===== src/rtl/addsub_arbiter.sv =====
// addsub_arbiter: shares one pre-adder/subtractor among NREQ requesters.
// Grants one request per acceptance window, drives the winner's operands onto
// the adder inputs, captures the result one cycle later and returns it over a
// valid/ready response channel tagged with the requester index.
//
// Build option: define ADDSUB_ARB_FIXED_PRIO_EN for fixed priority (lowest
// asserted index wins, no round-robin pointer). Default is round-robin.
//
// state | meaning
// ------+-----------------------------------------------
// IDLE  | no transaction in flight
// BUSY  | operands on the adder, result settling
// DONE  | response held until rsp_ready

module addsub_arbiter #(
   parameter int WIDTH = 18,
   parameter int NREQ  = 4,
   parameter int IDW   = 2
) (
   input  logic                  CLK,
   input  logic                  RST,
   input  logic [NREQ-1:0]       req_valid,
   output logic [NREQ-1:0]       req_ready,
   input  logic [NREQ*WIDTH-1:0] req_a,
   input  logic [NREQ*WIDTH-1:0] req_b,
   input  logic [NREQ-1:0]       req_cin,
   input  logic [NREQ-1:0]       req_sub,
   output logic [WIDTH-1:0]      au_in1,
   output logic [WIDTH-1:0]      au_in2,
   output logic                  au_cin,
   output logic                  au_opmode7,
   input  logic [WIDTH-1:0]      au_out,
   input  logic                  au_cout,
   output logic                  rsp_valid,
   input  logic                  rsp_ready,
   output logic [IDW-1:0]        rsp_id,
   output logic [WIDTH-1:0]      rsp_data,
   output logic                  rsp_cout
);

   typedef enum logic [1:0] {S_IDLE, S_BUSY, S_DONE} state_t;

   state_t             state_q, state_d;
   logic               win_open;
   logic               any_valid;
   logic               accept;
   logic [IDW-1:0]     gnt_idx;
   logic [IDW-1:0]     id_q;
   logic [WIDTH-1:0]   au_in1_q, au_in2_q, rsp_data_q;
   logic               au_cin_q, au_opmode7_q, rsp_valid_q, rsp_cout_q;
   logic [IDW-1:0]     rsp_id_q;

   assign any_valid = |req_valid;
   // Reset closes the window so an accept can never coincide with RST.
   assign win_open  = !RST && ((state_q == S_IDLE) || ((state_q == S_DONE) && rsp_ready));
   assign accept    = win_open && any_valid;

`ifdef ADDSUB_ARB_FIXED_PRIO_EN
   // Fixed priority: scan from the top so the lowest asserted index wins.
   always_comb begin
      gnt_idx = '0;
      for (int k = NREQ - 1; k >= 0; k--) begin
         if (req_valid[k]) gnt_idx = IDW'(k);
      end
   end
`else
   logic [IDW-1:0] rr_ptr_q;
   logic [IDW-1:0] rr_idx;
   logic           found;

   // Round-robin: first asserted request at or after rr_ptr, wrapping modulo NREQ.
   always_comb begin
      gnt_idx = '0;
      found   = 1'b0;
      rr_idx  = '0;
      for (int k = 0; k < NREQ; k++) begin
         rr_idx = IDW'((int'(rr_ptr_q) + k) % NREQ);
         if (!found && req_valid[rr_idx]) begin
            gnt_idx = rr_idx;
            found   = 1'b1;
         end
      end
   end

   // Pointer moves just past the winner on every accept.
   always_ff @(posedge CLK) begin
      if (RST) begin
         rr_ptr_q <= '0;
      end else if (accept) begin
         rr_ptr_q <= (gnt_idx == IDW'(NREQ - 1)) ? '0 : gnt_idx + 1'b1;
      end
   end
`endif

   // One-hot ready to the winner while the acceptance window is open.
   always_comb begin
      req_ready = '0;
      if (accept) req_ready[gnt_idx] = 1'b1;
   end

   // State register.
   always_ff @(posedge CLK) begin
      if (RST) state_q <= S_IDLE;
      else     state_q <= state_d;
   end

   // Next-state logic; BUSY always lasts exactly one cycle.
   always_comb begin
      state_d = state_q;
      case (state_q)
         S_IDLE: if (accept) state_d = S_BUSY;
         S_BUSY: state_d = S_DONE;
         S_DONE: if (rsp_ready) state_d = accept ? S_BUSY : S_IDLE;
         default: state_d = S_IDLE;
      endcase
   end

   // Operand issue on accept, result capture in BUSY, response retire in DONE.
   always_ff @(posedge CLK) begin
      if (RST) begin
         au_in1_q     <= '0;
         au_in2_q     <= '0;
         au_cin_q     <= 1'b0;
         au_opmode7_q <= 1'b0;
         id_q         <= '0;
         rsp_valid_q  <= 1'b0;
         rsp_id_q     <= '0;
         rsp_data_q   <= '0;
         rsp_cout_q   <= 1'b0;
      end else begin
         if (accept) begin
            au_in1_q     <= req_a[gnt_idx*WIDTH +: WIDTH];
            au_in2_q     <= req_b[gnt_idx*WIDTH +: WIDTH];
            au_cin_q     <= req_cin[gnt_idx];
            au_opmode7_q <= req_sub[gnt_idx];
            id_q         <= gnt_idx;
         end
         if (state_q == S_BUSY) begin
            rsp_valid_q <= 1'b1;
            rsp_id_q    <= id_q;
            rsp_data_q  <= au_out;
            rsp_cout_q  <= au_cout;
         end else if ((state_q == S_DONE) && rsp_ready) begin
            rsp_valid_q <= 1'b0;
         end
      end
   end

   assign au_in1     = au_in1_q;
   assign au_in2     = au_in2_q;
   assign au_cin     = au_cin_q;
   assign au_opmode7 = au_opmode7_q;
   assign rsp_valid  = rsp_valid_q;
   assign rsp_id     = rsp_id_q;
   assign rsp_data   = rsp_data_q;
   assign rsp_cout   = rsp_cout_q;

endmodule


===== config.mk =====
export PLATFORM = sky130hd
export DESIGN_NAME = addsub_arbiter
export DESIGN_NICKNAME = d
export VERILOG_FILES = /design/src/rtl/addsub_arbiter.sv
export SDC_FILE = /design/constraint.sdc
export NUM_CORES = 1
export LEC_CHECK = 0
export BUFFER_PORTS_ARGS = -buffer_cell sky130_fd_sc_hd__buf_2
export CAP_MARGIN = 30
export CORE_AREA = 2 2 114 116
export CTS_BUF_LIST = sky130_fd_sc_hd__clkbuf_4 sky130_fd_sc_hd__clkbuf_8
export DETAILED_ROUTE_END_ITERATION = 8
export DIE_AREA = 0 0 116 118
export PLACE_DENSITY = 0.61
export RECOVER_POWER = 100
export SYNTH_ARGS = -nofsm -noshare
export SYNTH_HDL_FRONTEND = slang
export SYNTH_SLANG_ARGS = --single-unit

===== constraint.sdc =====
create_clock -name CLK -period 4 [get_ports CLK]
set_input_delay 0.2 -clock CLK [delete_from_list [all_inputs] [get_ports CLK]]
set_output_delay 0.2 -clock CLK [all_outputs]
set_load 0.1 [all_outputs]

==> key figures, run 1 <==
STA
  • Endpoints failing hold: 0
  • Setup Skew: 0.005846 ns
  • Worst hold slack: 0.08444 ns
  • Final min period: 3.217 ns
  • Setup Viol. Count Final: 0
  • Worst Slack Setup Final: 0.7835 ns
  • Slew @ Worst Pin: 1.377 ns
  • Final Max Tran Viols: 0
  • Fmax: 310.9 MHz
  • RSZ-0062 raised after global routing: no
  • Slew headroom: 8.169%
  • TNS Setup: 0 ns
  • Crit share post-route: 80.41%

Placed design
  • GP Congestion: 0.7839
  • Pre-CTS setup slack: 1.342 ns
  • Placed Area: 0.004985 mm²
  • Port buffer count: 241
  • HPWL Detailed: 9020 µm

Detailed routing
  • Antenna violation net count after detailed routing: 0
  • Initial DRC count: 182
  • Post-Route WL: 12,640 µm
  • First drt pass iteration count: 4
  • Routed vias/inst: 4.914
  • Average wire per standard cell: 15.12 µm
  • Vias: 4,108
  • Post-detailed-route DRC marker count: 0

Clock network
  • Post-CTS setup repair buffer count: 0
  • CTS tree: done
  • Sink Count: 66
  • H-tree Lvls: 3
  • # hold bufs at CTS: 0
  • CTS Buf Count: 9
  • Largest buffer count on any clock path: 2
  • CTS clk-pin slew, worst paths: 0.08 ns
  • Clk_lat worst skew: 0.35 ns
  • CTS resizes: 0
  • Root Buffer: clkbuf_8

Yosys
  • Number of synthesis warnings: 0
  • Synth top cells by count: 86 x nand2_1, 66 x dfxtp_1, 39 x mux2i_1
  • Synth area leader: dfxtp_1
  • EDFF count, synth: 0
  • Syn Area/Cell: 8.353 µm²
  • Synth Instances: 441
  • Yosys top cell area share: 35.87%
  • Top_reg_cell synth: dfxtp_1
  • Seq cells post-synth: 66
  • Register area share after synthesis: 35.87%
  • Async S/R FF share, synth: 0%
  • Post-synth cell types: 33
  • Net Count, Synth: 620
  • Top area cells in the synthesized netlist: dfxtp_1 36%, mux2i_1 11%, a21bo_1 10%, nand2_1 8.8%, nand3_1 5.2%
  • Post-Syn Area: 0.003684 mm²
  • Count leader, synth: nand2_1

Floorplanning
  • Die width: 116 µm
  • Core ar.: 0.01241 mm²
  • Die area: 0.01369 mm²
  • Row count: 41
  • Die height: 118 µm
  • Initial core utilization: 29.67%
  • Top Ports: 242

Power and ir drop
  • Max IR drop VDD: 0.2418 mV
  • Leakage power total: 2.172 nW
  • Total power: 2.564 mW
  • Pwr dens: 498.4 mW/mm²

Critical path
  • Worst-path cell chain: mux2i_1 -> o22ai_4 -> nor2_1 -> clkbuf_2 -> nor2_1 -> buf_2
  • Critical path's largest stage delay: 1.04 ns
  • CP arrival: 3.02 ns
  • Slowest CP cell: clkbuf_2
  • CP top delay family: buffers and inverters
  • WP data required: 3.80 ns
  • Critical path depth: 6
  • R2R depth: 6
  • Kind of critical path: register to output port
  • Crit-path max FO: 42
  • Buffers and inverters on the worst path: 2
  • Critical Path Start Type: register
  • Worst setup EP type: output port
  • Most numerous cell on the critical path: nor2_1

Job
  • Max-Cap Viols: 0

Cells and area
  • Multi-input gate area: 0.002181 mm²
  • Fillcell total: 1,318
  • Layout cells sized above 1: 33.43%
  • Register Area: 0.001321 mm²
  • Synth-to-Final Area Change: 39.67%
  • Final nets: 838
  • Antenna Cells: 0
  • Final instance area: 0.005145 mm²

GRT
  • GRT Overall Usage: 17.96%
  • Vias in the first global route: 4,134
  • Grt total ovfl: 0
  • First-pass GRT wire length: 19,570 µm
  • Initial antenna violation count: 0
  • Largest net degree at the start of global routing: 43

Hold path
  • Hold-critical path depth: 3
  • Type of the worst min-delay path: input port to register

Run status
  • Status: complete, no violations
-- stage by stage --
| step | utilization [%] | std cells |
|---|---|---|
| floorplan | - | 441 |
| global placement | 40.15 | 819 |
| detailed placement | 40.15 | 819 |
| CTS | 41.99 | 835 |
| global route | 41.44 | 836 |
| finish | 41.44 | 836 |
-- state kept, by name (all words and copies together) (netlist names) --
name        count
au_cin          1
au_in1         18
au_in2         18
au_opmode7      1
id_q            2
rr_ptr_q        2
rsp_cout        1
rsp_data       18
rsp_id          2
rsp_valid       1
state_q         2
-- cells in the final DEF, fill, tap and decap left out, types with 2 or more instances in the layout --
cell,netlist,routed
nand2b_1,3,2
o22a_1,2,2
nor2b_1,4,4
o211ai_1,25,25
clkbuf_1,22,62
buf_4,1,5
clkinv_4,0,2
a21bo_1,38,38
o211ai_2,13,13
nand3_1,38,38
nor3_1,2,2
clkbuf_8,0,10
nand2_1,86,86
o21ai_0,38,38
dfxtp_1,66,66
a21oi_1,29,29
mux2i_1,39,39
bufinv_16,0,2
buf_2,9,179
nor2_1,3,3
-- worst min-delay path, delay by kind of cell --
family / cells / cell delay [ns]
AOI/OAI and AO/OA: 1 / 0.05
buffers and inverters: 1 / 0.09
and+or+nand+nor: 1 / 0.04
-- where the power goes --
group	leakage (nW)	internal (mW)	switching, mW	total [mW]
Sequential	0.544	0.744	0.0505	0.795
Clock	0.112	0.369	0.271	0.640
Combinational	1.52	0.239	0.890	1.13
Total	2.17	1.35	1.21	2.56
-- per-layer routing --
layer	GRT usage [%]	wire length, µm	vias up
li1	-	-	2010
met1	20.35	5186	1900
met2	32.57	6336	184
met3	4.325	906	14
met4	5.729	212	0
met5	0	0	-
-- worst paths after layout --
check	startpoint	to	slack [ns]
setup / recovery	rr_ptr_q[1]$_SDFFE_PP0P_	req_ready[0]	0.78
hold / removal	au_cout	rsp_cout$_SDFFE_PP0P_	0.08
setup reg to reg	rr_ptr_q[1]$_SDFFE_PP0P_	au_in1[14]$_SDFFE_PP0P_	1.17
hold reg to reg	rsp_cout$_SDFFE_PP0P_	rsp_cout$_SDFFE_PP0P_	0.46
-- cell families (layout without fill, tap and decap cells) --
kind of cell	count (synthesis)	count (layout)	synth area share [%]
AOI/OAI and AO/OA	149	149	30.54
and+or+nand+nor	143	143	17.02
DFF	66	66	35.87
buffers and inverters	43	266	5.638
muxes	39	39	10.60
adders and majority gates	1	1	0.3396
-- final cells by class --
cell class	count	share of cell area [%]
clock buffers	10	2.675
clock inverters	6	1.751
inverters	2	0.1702
multi-input cells	332	42.39
flip-flops and latches	66	25.68
well taps	172	4.183
repair buffers	248	23.15
Power figures use the tool's default switching activity.
==> run 2: changes to the inputs <==
--- a/config.mk
+++ b/config.mk
@@ -5,13 +5,14 @@
 export SDC_FILE = /design/constraint.sdc
 export NUM_CORES = 1
 export LEC_CHECK = 0
+export ABC_AREA = 1
 export BUFFER_PORTS_ARGS = -buffer_cell sky130_fd_sc_hd__buf_2
 export CAP_MARGIN = 30
-export CORE_AREA = 2 2 114 116
+export CORE_AREA = 2 2 126 128
 export CTS_BUF_LIST = sky130_fd_sc_hd__clkbuf_4 sky130_fd_sc_hd__clkbuf_8
 export DETAILED_ROUTE_END_ITERATION = 8
-export DIE_AREA = 0 0 116 118
-export PLACE_DENSITY = 0.61
+export DIE_AREA = 0 0 128 130
+export PLACE_DENSITY = 0.58
 export RECOVER_POWER = 100
 export SYNTH_ARGS = -nofsm -noshare
 export SYNTH_HDL_FRONTEND = slang
==> constraint.sdc (replaced) <==
create_clock -name CLK -period 3.4 [get_ports CLK]
set_input_delay 0.17 -clock CLK [delete_from_list [all_inputs] [get_ports CLK]]
set_output_delay 0.17 -clock CLK [all_outputs]
set_load 0.1 [all_outputs]
==> run 2 against run 1 <==
Critical path depth up 3. Sequential share of layout area down 3.5 points. Total power up 110%. Combinational power rose to 3.1 times the previous value. Sequential power up 38%. Global-route usage down 0.40 points. Clock skew up 0.0027 ns. Via count up 30%. First-iteration DRC count up 25%. Area after synthesis up 23%. Critical path type unchanged. Critical endpoint is now req_ready[1].
==> key figures, run 2 <==
Detailed routing
  • Vias: 5,321
  • Average wire per standard cell: 12.88 µm
  • Initial DRC count: 228
  • Post-detailed-route DRC marker count: 0
  • Antenna violation net count after detailed routing: 0
  • First drt pass iteration count: 5
  • Routed vias/inst: 4.567
  • Post-Route WL: 15,010 µm

Clock network
  • Sink Count: 66
  • CTS resizes: 0
  • Clk_lat worst skew: 0.36 ns
  • CTS tree: done
  • H-tree Lvls: 3
  • Largest buffer count on any clock path: 2
  • CTS clk-pin slew, worst paths: 0.08 ns
  • CTS Buf Count: 9
  • Root Buffer: clkbuf_8

GRT
  • M3 GR Usage: 5.166%
  • Met2 track demand over resource: 29.92%
  • Largest net degree at the start of global routing: 77
  • Met1 Use GR: 21.15%
  • Grt peak-use layer: met2
  • GRT Overall Usage: 17.56%
  • First-pass GRT wire length: 23,290 µm
  • Vias in the first global route: 4,752
  • Grt total ovfl: 0
  • Initial antenna violation count: 0

STA
  • Slew @ Worst Pin: 1.304 ns
  • Endpoints failing hold: 0
  • Worst hold slack: 0.05704 ns
  • Setup Skew: 0.008514 ns
  • RSZ-0062 raised after global routing: no
  • Crit share post-route: 87.21%
  • Fmax: 337.3 MHz
  • Final Max Tran Viols: 0
  • Setup Viol. Count Final: 0
  • Slew headroom: 13.04%
  • Final min period: 2.965 ns
  • Worst Slack Setup Final: 0.4349 ns
  • TNS Setup: 0 ns

Yosys
  • Count leader, synth: nand2_1
  • Synth area leader: dfxtp_1
  • Yosys top cell area share: 29.23%
  • Synth top cells by count: 229 x nand2_1, 139 x nand3_1, 116 x inv_1
  • Post-synth cell types: 26
  • EDFF count, synth: 0
  • Net Count, Synth: 938
  • Top_reg_cell synth: dfxtp_1
  • Post-Syn Area: 0.004521 mm²
  • Number of synthesis warnings: 0
  • Synth Instances: 759
  • Async S/R FF share, synth: 0%
  • Register area share after synthesis: 29.23%
  • Seq cells post-synth: 66
  • Top area cells in the synthesized netlist: dfxtp_1 29%, nand2_1 19%, nand3_1 15%, inv_1 9.6%, nand3b_1 9.6%
  • Syn Area/Cell: 5.956 µm²

Cells and area
  • Util after Layout: 38.55%
  • Commonest non-fill, non-tap cell in the layout: nand2_1
  • Antenna Cells: 0
  • Final nets: 1,147
  • Layout cells sized above 1: 22.10%
  • Synth-to-Final Area Change: 31.55%
  • Final Non-Filler Cells: 1,165
  • Most frequent cells in the layout: 231 x nand2_1, 176 x buf_2, 138 x nand3_1

Floorplanning
  • Die area: 0.01664 mm²
  • Row count: 46
  • Die width: 128 µm
  • Core ar.: 0.01542 mm²
  • Die height: 130 µm
  • Top Ports: 242
  • Initial core utilization: 29.31%

Placed design
  • Port buffer count: 241
  • HPWL Detailed: 10,250 µm
  • GP Congestion: 0.8030
  • Pre-CTS setup slack: 0.8834 ns
  • Cell count after placement: 1,148

Hold path
  • Type of the worst min-delay path: input port to register
  • Hold_sp: au_out[11]

Critical path
  • End of the worst register-to-register path: au_in1[4]$_SDFFE_PP0P_
  • Crit-path max FO: 23
  • R2R depth: 14
  • Kind of critical path: register to output port
  • Worst Setup SP: rr_ptr_q[0]$_SDFFE_PP0P_
  • Worst setup EP type: output port
  • CP arrival: 2.80 ns
  • Critical Path Start Type: register
  • R2r setup slk: 0.76 ns
  • Worst r2r src: rr_ptr_q[0]$_SDFFE_PP0P_
  • WP data required: 3.23 ns
  • End of the critical path: req_ready[1]

Job
  • Max-Cap Viols: 0

Run status
  • Status: complete, no violations

Power and ir drop
  • Max IR drop VDD: 0.3760 mV
  • Pwr dens: 907.6 mW/mm²
  • Leakage power total: 3.346 nW
==> run 2: cell families (layout without fill, tap and decap cells) <==
group,Yosys count,count (layout),synth area share (%)
simple gates,488,488,50.21
flops,66,66,29.23
buf+inv,172,386,16.55
compound gates,32,32,3.736
fa+ha+maj,1,1,0.2767
==> run 2: worst min-delay path by stage <==
| stage | end | slack, ns | depth (start not counted) |
|---|---|---|---|
| CTS | rsp_data[11]$_SDFFE_PP0P_ | 0.03 | 3 |
| global placement | rr_ptr_q[0]$_SDFFE_PP0P_ | 0.40 | 2 |
| global route | rsp_data[11]$_SDFFE_PP0P_ | 0.03 | 3 |
| finish | rsp_data[11]$_SDFFE_PP0P_ | 0.06 | 3 |
| detailed placement | rr_ptr_q[0]$_SDFFE_PP0P_ | 0.39 | 2 |
| floorplan | rr_ptr_q[0]$_SDFFE_PP0P_ | 0.24 | 1 |
==> run 2: where the power goes <==
part / switching, mW / internal [mW]
logic: 2.79 / 0.738
clock network: 0.336 / 0.434
registers: 0.120 / 0.984
==> run 2: metal layers <==
layer | up-vias | wire [µm]
li1 | 2778 | -
met1 | 2350 | 6723
met2 | 174 | 6939
met3 | 19 | 1057
met4 | 0 | 289
met5 | - | 0
==> run 2: through the flow <==
step / power (mW) / area [µm²]
after floorplan: 4.092 / 4521
after global placement: 4.734 / 5822
after detailed placement: 4.737 / 5822
after CTS: 5.535 / 6058
after global routing: 5.793 / 5947
final: 5.397 / 5947
==> run 2: layout make-up <==
type | instances | area [µm²]
clock buffers | 10 | 137.6
fillers | 1787 | 9478
flip-flops and latches | 66 | 1321
multi-input cells | 521 | 2466
well taps | 192 | 240.2
clock inverters | 6 | 88.84
repair buffers | 250 | 1242
inverters | 120 | 450.4
==> run 2: repair_timing <==
action | in CTS | in global routing
setup buffers | 0 | 0
hold buffers | 1 | 0
hold endpoints to repair | 2 | 0
==> run 2: worst max-delay path: stages, from the launching register on <==
cell      delay (ns)
dfxtp_1         0.50
inv_2           0.18
nand2_1         0.09
nand2_1         0.10
o21ai_1         0.27
nand4_4         0.13
nand2_2         0.40
inv_1           0.15
nor2_1          0.14
clkbuf_2        0.47
